[src/rtl/team_07_wb_pkg.sv]
// Shared types and default widths for the team_07 Wishbone master and related bus blocks.
// Latency: n/a (types and constants only).
// Backpressure: n/a.
package team_07_wb_pkg;

  localparam int WB_ADDR_W = 32;
  localparam int WB_DATA_W = 32;

  typedef enum logic [1:0] {
    IDLE = 2'd0,
    BUSY = 2'd1,
    RESP = 2'd2
  } wbm_state_t;

  typedef struct packed {
    logic                   we;
    logic [WB_ADDR_W-1:0]   adr;
    logic [WB_DATA_W-1:0]   dat;
    logic [WB_DATA_W/8-1:0] sel;
  } wbm_req_t;

endpackage

[src/rtl/team_07_wb_timeout.sv]
// Loadable saturating cycle counter; flags expiry one cycle after the count reaches TIMEOUT-1.
// Latency: expired rises on the edge after the count reaches TIMEOUT-1 while enabled.
// Backpressure: none; clr has priority over en.
// Ports: clk_i/nrst_i clock and async active-low reset, clr restart, en count enable, expired flag.
module team_07_wb_timeout
  import team_07_wb_pkg::*;
#(
  parameter int TIMEOUT = 255
) (
  input  logic clk_i,
  input  logic nrst_i,
  input  logic clr,
  input  logic en,
  output logic expired
);

  localparam int               CNT_W = $clog2(TIMEOUT + 1);
  localparam logic [CNT_W-1:0] LAST  = CNT_W'(TIMEOUT - 1);

  logic [CNT_W-1:0] cnt;

  // The count parks at LAST rather than wrapping; expired is registered so the
  // owning FSM sees it on the following edge, giving TIMEOUT+1 cycles in total.
  always_ff @(posedge clk_i or negedge nrst_i) begin
    if (!nrst_i) begin
      cnt     <= '0;
      expired <= 1'b0;
    end else if (clr) begin
      cnt     <= '0;
      expired <= 1'b0;
    end else if (en) begin
      if (cnt == LAST) begin
        expired <= 1'b1;
      end else begin
        cnt <= cnt + CNT_W'(1);
      end
    end
  end

endmodule

[src/rtl/team_07_wb_master.sv]
// Wishbone B4 classic single-transfer master: one user request becomes one bus cycle and one response pulse.
// Latency: response strobe 1 + wait-state cycles after acceptance; TIMEOUT+1 cycles when the slave never answers.
// Backpressure: req_ready_o only in IDLE; the response has no backpressure and must be taken when pulsed.
// Ports: req_* user request (valid/ready), rsp_* one-cycle response, cyc/stb/we/adr/dat/sel/dat_i/ack/err Wishbone side.
module team_07_wb_master
  import team_07_wb_pkg::*;
#(
  parameter int ADDR_W  = WB_ADDR_W,
  parameter int DATA_W  = WB_DATA_W,
  parameter int TIMEOUT = 255
) (
  input  logic                clk_i,
  input  logic                nrst_i,
  input  logic                req_valid_i,
  output logic                req_ready_o,
  input  logic                req_we_i,
  input  logic [ADDR_W-1:0]   req_adr_i,
  input  logic [DATA_W-1:0]   req_dat_i,
  input  logic [DATA_W/8-1:0] req_sel_i,
  output logic                rsp_valid_o,
  output logic [DATA_W-1:0]   rsp_dat_o,
  output logic                rsp_err_o,
  output logic                cyc_o,
  output logic                stb_o,
  output logic                we_o,
  output logic [ADDR_W-1:0]   adr_o,
  output logic [DATA_W-1:0]   dat_o,
  output logic [DATA_W/8-1:0] sel_o,
  input  logic [DATA_W-1:0]   dat_i,
  input  logic                ack_i,
  input  logic                err_i
);

  localparam int SEL_W = DATA_W / 8;

  wbm_state_t state_q, state_d;

  logic              accept;
  logic              busy;
  logic              expired;
  logic              we_q;
  logic [ADDR_W-1:0] adr_q;
  logic [DATA_W-1:0] dat_q;
  logic [SEL_W-1:0]  sel_q;
  logic [DATA_W-1:0] rsp_dat_q;
  logic              rsp_err_q;

  assign accept = (state_q == IDLE) && req_valid_i;
  assign busy   = (state_q == BUSY);

  team_07_wb_timeout #(
    .TIMEOUT (TIMEOUT)
  ) u_timeout (
    .clk_i   (clk_i),
    .nrst_i  (nrst_i),
    .clr     (accept),
    .en      (busy),
    .expired (expired)
  );

  // State register.
  always_ff @(posedge clk_i or negedge nrst_i) begin
    if (!nrst_i) begin
      state_q <= IDLE;
    end else begin
      state_q <= state_d;
    end
  end

  // Next state. ack/err/expiry are only looked at in BUSY, so stray strobes are dropped.
  always_comb begin
    state_d = state_q;
    case (state_q)
      IDLE:    if (req_valid_i) state_d = BUSY;
      BUSY:    if (ack_i || err_i || expired) state_d = RESP;
      RESP:    state_d = IDLE;
      default: state_d = IDLE;
    endcase
  end

  // Control outputs are pure state decodes: no path from ack_i to cyc_o, and
  // the async reset drops cyc/stb immediately while raising req_ready_o.
  always_comb begin
    req_ready_o = (state_q == IDLE);
    cyc_o       = busy;
    stb_o       = busy;
    rsp_valid_o = (state_q == RESP);
  end

  // Request register.
  always_ff @(posedge clk_i or negedge nrst_i) begin
    if (!nrst_i) begin
      we_q  <= 1'b0;
      adr_q <= '0;
      dat_q <= '0;
      sel_q <= '0;
    end else if (accept) begin
      we_q  <= req_we_i;
      adr_q <= req_adr_i;
      dat_q <= req_dat_i;
      sel_q <= req_sel_i;
    end
  end

  // Response register; ack beats both err and a coincident timeout.
  always_ff @(posedge clk_i or negedge nrst_i) begin
    if (!nrst_i) begin
      rsp_dat_q <= '0;
      rsp_err_q <= 1'b0;
    end else if (busy) begin
      if (ack_i) begin
        rsp_err_q <= 1'b0;
        rsp_dat_q <= we_q ? '0 : dat_i;
      end else if (err_i || expired) begin
        rsp_err_q <= 1'b1;
        rsp_dat_q <= '0;
      end
    end
  end

  assign we_o      = we_q;
  assign adr_o     = adr_q;
  assign dat_o     = dat_q;
  assign sel_o     = sel_q;
  assign rsp_dat_o = rsp_dat_q;
  assign rsp_err_o = rsp_err_q;

endmodule

[config.mk]
export PLATFORM = sky130hd
export DESIGN_NAME = team_07_wb_master
export DESIGN_NICKNAME = d
export VERILOG_FILES = /design/src/rtl/team_07_wb_pkg.sv /design/src/rtl/team_07_wb_timeout.sv /design/src/rtl/team_07_wb_master.sv
export SDC_FILE = /design/constraint.sdc
export NUM_CORES = 1
export LEC_CHECK = 0
export CORE_MARGIN = 1
export CORE_UTILIZATION = 35
export DETAILED_ROUTE_END_ITERATION = 6
export GPL_ROUTABILITY_DRIVEN = 0
export PLACE_DENSITY = 0.69
export SETUP_SLACK_MARGIN = 0.05
export SYNTH_ARGS = -nofsm -noshare
export SYNTH_HDL_FRONTEND = slang
export SYNTH_HIERARCHICAL = 1
export SYNTH_SLANG_ARGS = --single-unit
[constraint.sdc]
create_clock -name clk_i -period 1.78 [get_ports clk_i]
set_input_delay 0.356 -clock clk_i [delete_from_list [all_inputs] [get_ports clk_i]]
set_output_delay 0.356 -clock clk_i [all_outputs]
set_load 0.005 [all_outputs]
# Word-level counts from Yosys, hierarchy flattened
# Index checks and enable logic that the tools add are counted.
[totals]
input_bits = 106
register_bits = 113
[classes]
eq_ne = 6
addsub = 1
n_mux = 14
n_reduce_logical = 12
[ops]
columns = ["operator", "count"]
rows = [
  ["$mux 32", 3],
  ["$mux 8", 3],
  ["$add 8x1->8 const B", 1],
  ["$eq 8x8->1 const B", 1],
  ["$reduce_and 2->1", 4],
  ["$reduce_bool 2->1", 3],
  ["$mux 1", 5],
  ["$mux 2", 2],
  ["$ne 2x2->1 const B", 2],
  ["$pmux 2 s2", 1],
  ["$logic_or 1x1->1", 3],
  ["$eq 2x1->1 const B", 1],
  ["$eq 2x2->1 const B", 1],
  ["$logic_not 2->1", 1],
  ["$ne 2x1->1 const B", 1],
  ["$logic_and 1x1->1", 1],
]

# Longest topological paths before layout
[depth]
ltp_word = 4
ltp_mapped = 7
depth_no_buf = 5

# By module
# Netlist, hierarchy kept.
[modules_own_cells]
columns = ["mod", "cells_each", "area_each_um2", "seq_area_each_um2", "n_inst"]
rows = [
  ["team_07_wb_master", 232, 4269.1, 2602.5, 1],
  ["team_07_wb_timeout", 50, 493.0, 225.2, 1],
]

# Worst setup path after synthesis
# OpenSTA, ideal clock, no wires.
[synth_path]
kind = "register to register"
startpoint = "register state_q[0]"
endpoint = "register u_timeout.cnt[0]"
slack_ns = 0.123
synth_period_minus_slack_ns = 1.657
path_stages_with_launch = 8
setup_ns = 0.125
n_path_buf = 2
arrival_time_ns = 1.532
path_cell_list = "dfrtp_1 > nor2_2 > nand2_4 > inv_8 > buf_12 > clkbuf_1 > nor2_1 > mux2_2"
[synth_between]
elab_chain_cells = 4
word_cells_on_any_way = 7
cone_classes = "eq/ne: 2; mux: 1; reduce/logical: 4"
[synth_rtl]
columns = ["item", "line_no", "rtl"]
rows = [
  ["start: declaration", "team_07_wb_master.sv:36", "wbm_state_t state_q, state_d;"],
  ["start signal: assignment", "team_07_wb_master.sv:66", "state_q <= state_d;"],
  ["$logic_not 2->1 (*)", "--", ""],
  ["named net req_ready_o", "team_07_wb_master.sv:15", "output logic req_ready_o,"],
  ["$logic_and 1x1->1 (*)", "team_07_wb_master.sv:48", "assign accept = (state_q == IDLE) && req_valid_i;"],
  ["named net accept", "team_07_wb_master.sv:38", "logic accept;"],
  ["$ne 2x2->1 (no source line) or $reduce_bool 2->1 (tied branches)", "--", ""],
  ["$reduce_and 2->1 (no source line)", "--", ""],
  ["end signal: assignment", "team_07_wb_timeout.sv:35", "cnt <= cnt + CNT_W'(1);"],
  ["end: declaration", "team_07_wb_timeout.sv:20", "logic [CNT_W-1:0] cnt;"],
]
# The timed path passes the listed nets; every way through them passes the cells marked *.
# A chain may end at the register's enable or synchronous reset.

# Worst setup path in the final report
[layout_path]
startpoint = "register adr_q[19], in the netlist adr_o[19]"
endpoint = "output adr_o[19]"
[layout_lines]
columns = ["item", "line_no", "rtl"]
rows = [
  ["start: declaration", "team_07_wb_master.sv:42", "logic [ADDR_W-1:0] adr_q;"],
  ["start signal: assignment", "team_07_wb_master.sv:99", "adr_q <= req_adr_i;"],
  ["end: declaration", "team_07_wb_master.sv:26", "output logic [ADDR_W-1:0] adr_o,"],
]
# No word-level cell between the ends.

==> results.cfg <==
[critical_path]
r2r_cells = 5
path_delay_family = buffers and inverters
cp.depth = 1
startpoint = adr_o[19]
cp.required_ps = 1420
r2r-end = u_timeout/cnt[0]
path_cells = clkdlybuf4s50_1
r2r-start = u_timeout/cnt[0]
critPathMaxStageDelay_ps = 530
path_buf_inv = 1
crit_fanout = 2
cp.arrival_ps = 1310
start_kind = register
cp-end-kind = output pin
reg2reg_slack_ps = 180
endpoint = adr_o[19]
cp_slowest_cell = clkdlybuf4s50_1
path_class = reg -> out

[routing]
routed_wl_mm = 11.6
remaining_drc_errors = 0
avgViaCountPerCell = 4.60
dr.pass1.iters = 4
drtAntennaViolNets = 0
drt-initial-drc-count = 150
routedWlPerCell_um = 16.6
num_vias = 3231

[pwr]
irDropWorstVdd_mv = 0.826
p_sw_share_pct = 25.5
netSwitchingPower_w = 0.00286
power_density_mw_per_mm2 = 1470
intPower_w = 0.00835
seqPwrFrac_pct = 36.2
p_comb_share_pct = 37.0
p_leak_nw = 3.40
clkPwrFrac_pct = 26.8

[clock_network]
cts_tree = done
clk_pin_slew_ps = 50
numCtsBuffers = 17
clock_latency_ps = 410
cts_max_path_buffers = 2
h-tree-depth = 4
cts-root-buf = clkbuf_16
cts_hold_buf = 0
cts.sinks = 113

[yosys]
synthAdderAreaFrac_pct = 0.525
yosys_warnings = 6
synth_xor_area_share_pct = 0
ys_seq_area_share_pct = 59.4
yosys.area_share.simple_pct = 3.73
ys_ff_latch = 113
synth_top_family_by_area = multiplexers
synth_nets = 390
syn_area_per_cell_um2 = 16.9
syn-cell-area_mm2 = 0.00476
synthCells = 282
async_reset_ff_share_pct = 100
ys_types = 39
synth_edf_count = 0
synthMuxAreaShare_pct = 22.2
synth_ff_type = dfrtp_1
synth_compound_area_share_pct = 8.83

[sta]
final-hold-violation-count = 0
period_share_pct = 93.6
period_minus_slack_ps = 1670
finalWorstSetupSlack_ps = 115
setup_viol = 0
skew_ps = 5.30
relSlewSlack_pct = 59.3
setup_tns_ps = 0
maxSlewViolCount = 0
fin_hold_ws_ps = 23.8
fmax_mhz = 601
worst_pin_slew_ps = 610
rsz0062_at_grt = no

[die]
start_util_pct = 36.0
die-area_mm2 = 0.0141
die_w_um = 119
num_rows = 42
die_y_um = 119
pin_count = 212
core-area_mm2 = 0.0132

[final_layout]
layout_common_cells = clkdlybuf4s50_1 (205), dfrtp_1 (112), mux2_4 (69)
drive_gt1_share_pct = 25.3
syn_to_final_growth_pct = 60.2
fin_cells = 702
layout_commonest_cell = clkdlybuf4s50_1
nets = 621
final_core_util_pct = 57.6
num_antenna_cells = 0

[global_routing]
first_global_vias = 3480
antenna_found_initial = 0
grt_max_degree = 114
grt_overflow = 0
grt.total_usage_pct = 17.2
grt_pass1_wl_mm = 18.4

[hold_path]
hp-class = in -> async

[place]
dpl.cell_count = 668
place_ws_ps = 60.1
hpwl_mm = 8.06
io_buffers = 211

[run_status]
status = complete, no violations

[flow_run]
drv_cap = 0
## Yosys cell counts, types with 2 or more instances
cell / instances / area share [%]
buf_4: 2 / 0.32
and4_1: 2 / 0.37
ha_1: 2 / 0.53
nor2b_1: 2 / 0.26
nand4_1: 2 / 0.26
a21oi_1: 4 / 0.42
nor2_1: 4 / 0.32
and3_1: 3 / 0.39
a22o_2: 8 / 1.7
dfrtp_1: 113 / 59
a22o_1: 23 / 4.2
inv_1: 3 / 0.24
buf_6: 6 / 1.4
a211oi_1: 2 / 0.32
mux2_4: 69 / 22
mux2_2: 2 / 0.47
a31oi_1: 5 / 0.66
buf_12: 7 / 2.9
nand2_1: 3 / 0.24
## registers in the layout, summed over array words and instances (netlist names)
register and count:
state_q 2, we_o 1, sel_o 4, rsp_err_o 1, rsp_dat_o 32, adr_o 32
u_timeout/expired 1, dat_o 32, u_timeout/cnt 8
## cell families after synthesis
kind of cell,count (synthesis)
flip-flops,113
multiplexers,71
AO/OA/AOI/OAI,49
AND/OR/NAND/NOR,26
buffers and inverters,21
adder cells (fa/ha/maj),2
## stage by stage
stage	area, um^2	power, W
6_report	7630	0.0112
5_1_grt	7630	0.0117
4_1_cts	7630	0.0113
3_5_place_dp	7080	0.00823
3_3_place_gp	7080	0.00816
2_1_floorplan	4760	0.00582
## power groups by stage
| stage | logic [W] | clock network, W | registers (W) |
|---|---|---|---|
| 2_1_floorplan | 0.00174 | 0 | 0.00407 |
| 3_3_place_gp | 0.00412 | 0 | 0.00404 |
| 3_5_place_dp | 0.00417 | 0 | 0.00407 |
| 4_1_cts | 0.00420 | 0.00307 | 0.00406 |
| 5_1_grt | 0.00440 | 0.00318 | 0.00416 |
| 6_report | 0.00415 | 0.00300 | 0.00406 |
## metal layers
metal	track usage [%]	part of all wire, %	up-vias
met1	20.7	44	1587
met2	27.2	48	127
li1	-	-	1499
met5	0	0	-
met3	5.26	5.7	18
met4	9.49	2.4	0
## what timing repair did
item / CTS / global route
setup buffers: 2 / 0
setup endpoints to repair: 5 / 0
gates resized for setup: 9 / 0
## area by class of cell
cell class	instances	area, um^2
fillers	1083	5620
multi-input cells	148	1690
clock buffers	26	499
well taps	176	220
flip-flops and latches	113	2830
repair buffers	228	2330
inverters	5	31.3
clock inverters	6	30.0
## worst min path at each step
stage           endpoint  cells past startpoint  slack, ps  startpoint
2_1_floorplan   adr_o[0]                      0         60      nrst_i
6_report        dat_o[2]                      2         20      nrst_i
4_1_cts         dat_o[2]                      2         50      nrst_i
3_3_place_gp    dat_o[0]                      2        480      nrst_i
3_5_place_dp   adr_o[12]                      1        490   adr_o[12]
5_1_grt         dat_o[4]                      2         60      nrst_i
Power figures use the tool's default switching activity.
==> RTL change 1: new RTL, config.mk and constraints unchanged <==
The 3 states of `wbm_state_t` get a one-hot encoding in 3 bits.
--- a/src/rtl/team_07_wb_pkg.sv
+++ b/src/rtl/team_07_wb_pkg.sv
@@ -7,8 +7,8 @@
   localparam int WB_DATA_W = 32;
 
-  typedef enum logic [1:0] {
-    IDLE = 2'd0,
-    BUSY = 2'd1,
-    RESP = 2'd2
+  typedef enum logic [2:0] {
+    IDLE = 3'b001,
+    BUSY = 3'b010,
+    RESP = 3'b100
   } wbm_state_t;
 
Check against the original RTL: no difference found for any inputs over 10 cycles, from zero or initial values and one cycle with nrst_i low; not proved beyond that.
==> RTL change 1 against the unedited design <==
- area after synthesis increased by 6.1%
- worst setup slack got worse by 0.063 ns
- sequential cell count increased by 1
- cell area increased by 5.3%
- power increased by 23%
- routed wire length increased by 4.1%
- sequential power increased by 11%
- register-to-register slack got worse by 0.13 ns
- worst hold slack improved by 0.43 ns
- largest cell class unchanged
- highest routed layer unchanged
==> RTL change 1: results (changes against the unedited design) <==
[layout]
stdcell_count = 772  ; +10%
layout-drive-gt1-share_pct = 22.0  ; -3.3 points
num_antenna_cells = 0  ; unchanged
layout.nets = 689  ; +11%

[setup_path]
cp_max_fo = 31  ; +29
cp.arrival_ns = 2.01  ; +0.70 ns
critPathTopFamily = flip-flops
critPathMaxStageDelay_ns = 0.57  ; +0.04 ns
crit_slowest_cell = dfstp_2
r2r_cells = 4  ; -1

[power_and_ir_drop]
peakVddDrop_v = 0.000646  ; -22%
p_leak_nw = 3.50  ; +2.9%

[detailed_routing]
drt_iter0_drc = 128  ; -15%
vias_per_cell = 4.56  ; -0.88%
dr.pass1.iters = 6  ; +2
routed_wl_um = 12100  ; +4.1%

[place]
dpl-instance-area_um2 = 7300  ; +3.2%
dp_hpwl_um = 8240  ; +2.2%
place_ws_ns = -0.0348  ; -0.0949 ns
port_buffers = 211  ; unchanged
dp_cells = 734  ; +9.9%

[synth]
synth_nets = 456  ; +17%
async_flop_share_pct = 100  ; unchanged
synthTopCellsByArea = dfrtp_1 (56%), mux2_4 (20%), mux2i_1 (6.5%)
yosysWarnings = 6  ; unchanged
synthFlopType = dfrtp_1
synth_cell_types = 32  ; -18%
synth.yosys.seq_area_share_pct = 56.5  ; -2.9 points
synth.avg_cell_area_um2 = 14.5  ; -14%
yosys-top-cells-count = dfrtp_1 (113), mux2_4 (67), inv_1 (35), nand2_1 (35), mux2i_1 (33)

[clocking]
cts_inserted_buffers = 17  ; unchanged
cts_max_level = 4  ; unchanged
clk_latency_ns = 0.40
root_buffer = clkbuf_16
clockBufferDepth = 2  ; unchanged
clk_pin_slew_ns = 0.05  ; about the same

[global_routing]
track_usage_pct = 16.2  ; -1.0 points
grt_pass1_vias = 3646  ; +4.8%
grt_antenna_before_repair = 0  ; unchanged
grt_pass1_wl_um = 18400  ; -0.27%
grt_max_degree = 40  ; -65%

[sta]
finalClockSkew_ns = 0.00618  ; +0.000881 ns
worstMarginPinSlew_ns = 0.452  ; -0.158 ns

[flow_run]
maxCapViolCount = 0  ; unchanged

[outcome]
status = finished, final reports clean

RTL change 1: per-layer routing:
layer / GRT usage, % / wire [um] / vias to the layer above
met3: 5.71 / 974 / 10
met1: 19.8 / 5280 / 1741
met5: 0 / 0 / -
met4: 7.09 / 106 / 0
met2: 25.6 / 5760 / 145
li1: - / - / 1626
RTL change 1: timing repair:
action | 4_1_cts | 5_1_grt
endpoints found under the setup margin | 14 | 83
gates resized for setup | 15 | 5
pin swaps | 1 | 0
endpoints found under the hold margin | 27 | 0
buffers inserted | 1 | 3
cloned | 0 | 3
hold buffers | 1 | 0
RTL change 1: final cells by class:
class                   count  area (um2)
fillers                  1113        5950
flip-flops and latches    114        2860
repair buffers            233        2400
multi-input cells         180        1820
clock buffers              25         495
well taps                 180         225
inverters                  35         131
clock inverters             5         100
RTL change 1: kinds of logic after synthesis:
group	share of synthesized area [%]
flops	56.5
mux	27.3
simple gates	5.87
buf+inv	7.88
compound gates	1.91
fa+ha+maj	0.495
RTL change 1: worst register-to-register path, cell delays in order (launching register included):
cell	delay [ns]
dfstp_2	0.57
nor3b_4	0.20
and2_4	0.24
buf_16	0.24
mux2_4	0.37
RTL change 1: final timing paths:
kind	end	start	slack (ns)
worst min-delay path	dat_o[9]	nrst_i	0.45
worst min register to register	dat_o[3]	dat_o[3]	0.51
worst max-delay path	dat_o[23]	state_q[0]	0.05
max in group asynchronous	adr_o[25]	nrst_i	0.74
worst max register to register	dat_o[23]	state_q[0]	0.05
min in group clk_i	rsp_dat_o[14]	dat_i[14]	0.50
RTL change 1: report_power, final:
group	internal (mW)	switching [mW]	total, mW
sequential	3.80	0.724	4.52
combinational	4.03	1.80	5.83
clock	2.33	1.07	3.40
total	10.2	3.60	13.8
==> RTL change 2: new RTL, same flow settings <==
Without the edit above. `WB_ADDR_W`: 32 -> 64.
--- a/src/rtl/team_07_wb_pkg.sv
+++ b/src/rtl/team_07_wb_pkg.sv
@@ -4,5 +4,5 @@
 package team_07_wb_pkg;
 
-  localparam int WB_ADDR_W = 32;
+  localparam int WB_ADDR_W = 64;
   localparam int WB_DATA_W = 32;
 
Ports: changed (resized adr_o and req_adr_i); port bits go from 212 to 276. The function was not compared with the original's and may differ.
==> RTL change 2 against the unedited design <==
- die area is 22% higher
- combinational power is 27% higher
- clock power grew 25%
- cell area up 26%
- first-iteration DRC count decreased by 15%
- critical path type unchanged
- routed wire length up 32%
- maximum frequency is 0.99% lower
- area after synthesis up 23%
- sequential cell count grew 32
- worst setup slack got worse by 0.017 ns
- power increased by 27%
==> RTL change 2: results (changes against the unedited design) <==
[detailed_routing]
vias = 4077  ; +26%
drt_iter0_drc = 127  ; -15%
vias_per_cell = 4.65  ; +1.0%
routed_wl_um = 15400  ; +32%

[synth]
synth_cell_types = 34  ; -13%
synth_nets = 490  ; +26%
synth.yosys.seq_area_share_pct = 62.2  ; +2.8 points
yosys-top-cells-count = dfrtp_1 (145), mux2_4 (79), a22o_1 (32)
synthTopCellsByArea = dfrtp_1 (62%), mux2_4 (20%), a22o_1 (4.8%)
synth.avg_cell_area_um2 = 16.7  ; -1.2%

[global_routing]
grt_pass1_vias = 4390  ; +26%
track_usage_pct = 18.5  ; +1.4 points
grt_pass1_wl_um = 24700  ; +34%

[setup_path]
critPathMaxStageDelay_ns = 0.41  ; -0.12 ns
cp.arrival_ns = 1.33  ; +0.02 ns

[layout]
layout-drive-gt1-share_pct = 25.1  ; -0.17 points
num_antenna_cells = 0  ; unchanged
layout.nets = 788  ; +27%

[sta]
relSlewSlack_pct = 73.2  ; +14 points
finalClockSkew_ns = 0.00735  ; +0.00205 ns

[power_and_ir_drop]
p_leak_nw = 4.23  ; +24%
peakVddDrop_v = 0.000640  ; -23%
p_switching_mw = 3.69  ; +29%

[place]
dp_hpwl_um = 11200  ; +39%
dp_cells = 841  ; +26%

[outcome]
status = finished, final reports clean

[RTL change 2: cell count changes after synthesis, sizes merged]
cell / before / now
nor2b: 2 / 3
and2b: 1 / 0
dfrtp: 113 / 145
buf: 15 / 19
mux2: 71 / 103
[RTL change 2: worst max-delay path, delay by kind of cell, from the launching register on]
kind | cells | cell delay, ns
buffers and inverters | 3 | 0.43
AND/OR/NAND/NOR | 1 | 0.06
flip-flops | 1 | 0.41
[RTL change 2: layout make-up]
cell class,count,share of cell area (%)
clock buffer,19,4.71
clock inverter,13,1.81
inverter,5,0.247
multi-input combinational,180,21.3
sequential,145,37.7
tap,216,2.81
timing repair buffer,299,31.4
[RTL change 2: cells by family (layout without fill, tap and decap cells)]
kind of cell | after synthesis | count (layout) | share of synthesized area, %
AO/OA/AOI/OAI | 49 | 49 | 6.75
adder cells (fa/ha/maj) | 2 | 2 | 0.429
buffers and inverters | 25 | 336 | 3.06
flip-flops | 145 | 145 | 62.2
multiplexers | 103 | 103 | 24.9
AND/OR/NAND/NOR | 26 | 26 | 2.66
[RTL change 2: layer usage]
layer  track usage, %  vias up  part of all wire (%)
met5                0        -                     0
met4             7.97        0                   2.9
met3             6.29       34                   6.8
met2             31.2      194                    50
met1             21.4     1989                    40
li1                 -     1860                     -
[RTL change 2: metrics by stage]
stage | total power [mW] | area, um2 | setup TNS [ns] | setup WS (ns)
after floorplan | 7.23 | 5840 | 0 | 0.0843
after global placement | 10.4 | 8950 | -1.89 | -0.0506
after detailed placement | 10.5 | 8950 | -1.82 | -0.0580
after CTS | 14.4 | 9610 | 0 | 0.0622
after global routing | 14.9 | 9620 | 0 | 0.0504
final | 14.2 | 9620 | 0 | 0.0981
[RTL change 2: worst paths after layout]
check | slack, ns | from | cells past startpoint | to
setup / recovery | 0.1 | state_q[0] | 4 | stb_o
hold / removal | 0.41 | nrst_i | 2 | adr_o[30]
setup reg to reg | 0.23 | state_q[0] | 5 | adr_o[59]
hold reg to reg | 0.49 | u_timeout/expired | 2 | u_timeout/expired
max in group asynchronous | 0.75 | nrst_i | 3 | adr_o[5]
min in group clk_i | 0.49 | u_timeout/expired | 2 | u_timeout/expired
[RTL change 2: what timing repair did]
action | in CTS | in global routing
resized for setup | 6 | 3
setup buffers | 3 | 0
setup endpoints to repair | 5 | 3
hold buffers | 1 | 0
endpoints found under the hold margin | 34 | 0
gates cloned | 0 | 0
[RTL change 2: power groups by stage]
stage | registers [mW] | clock network (mW) | logic, mW
6_report | 5.18 | 3.75 | 5.29
5_1_grt | 5.35 | 4.00 | 5.61
4_1_cts | 5.19 | 3.85 | 5.36
3_5_place_dp | 5.22 | 0 | 5.30
3_3_place_gp | 5.20 | 0 | 5.19
2_1_floorplan | 5.24 | 0 | 1.99
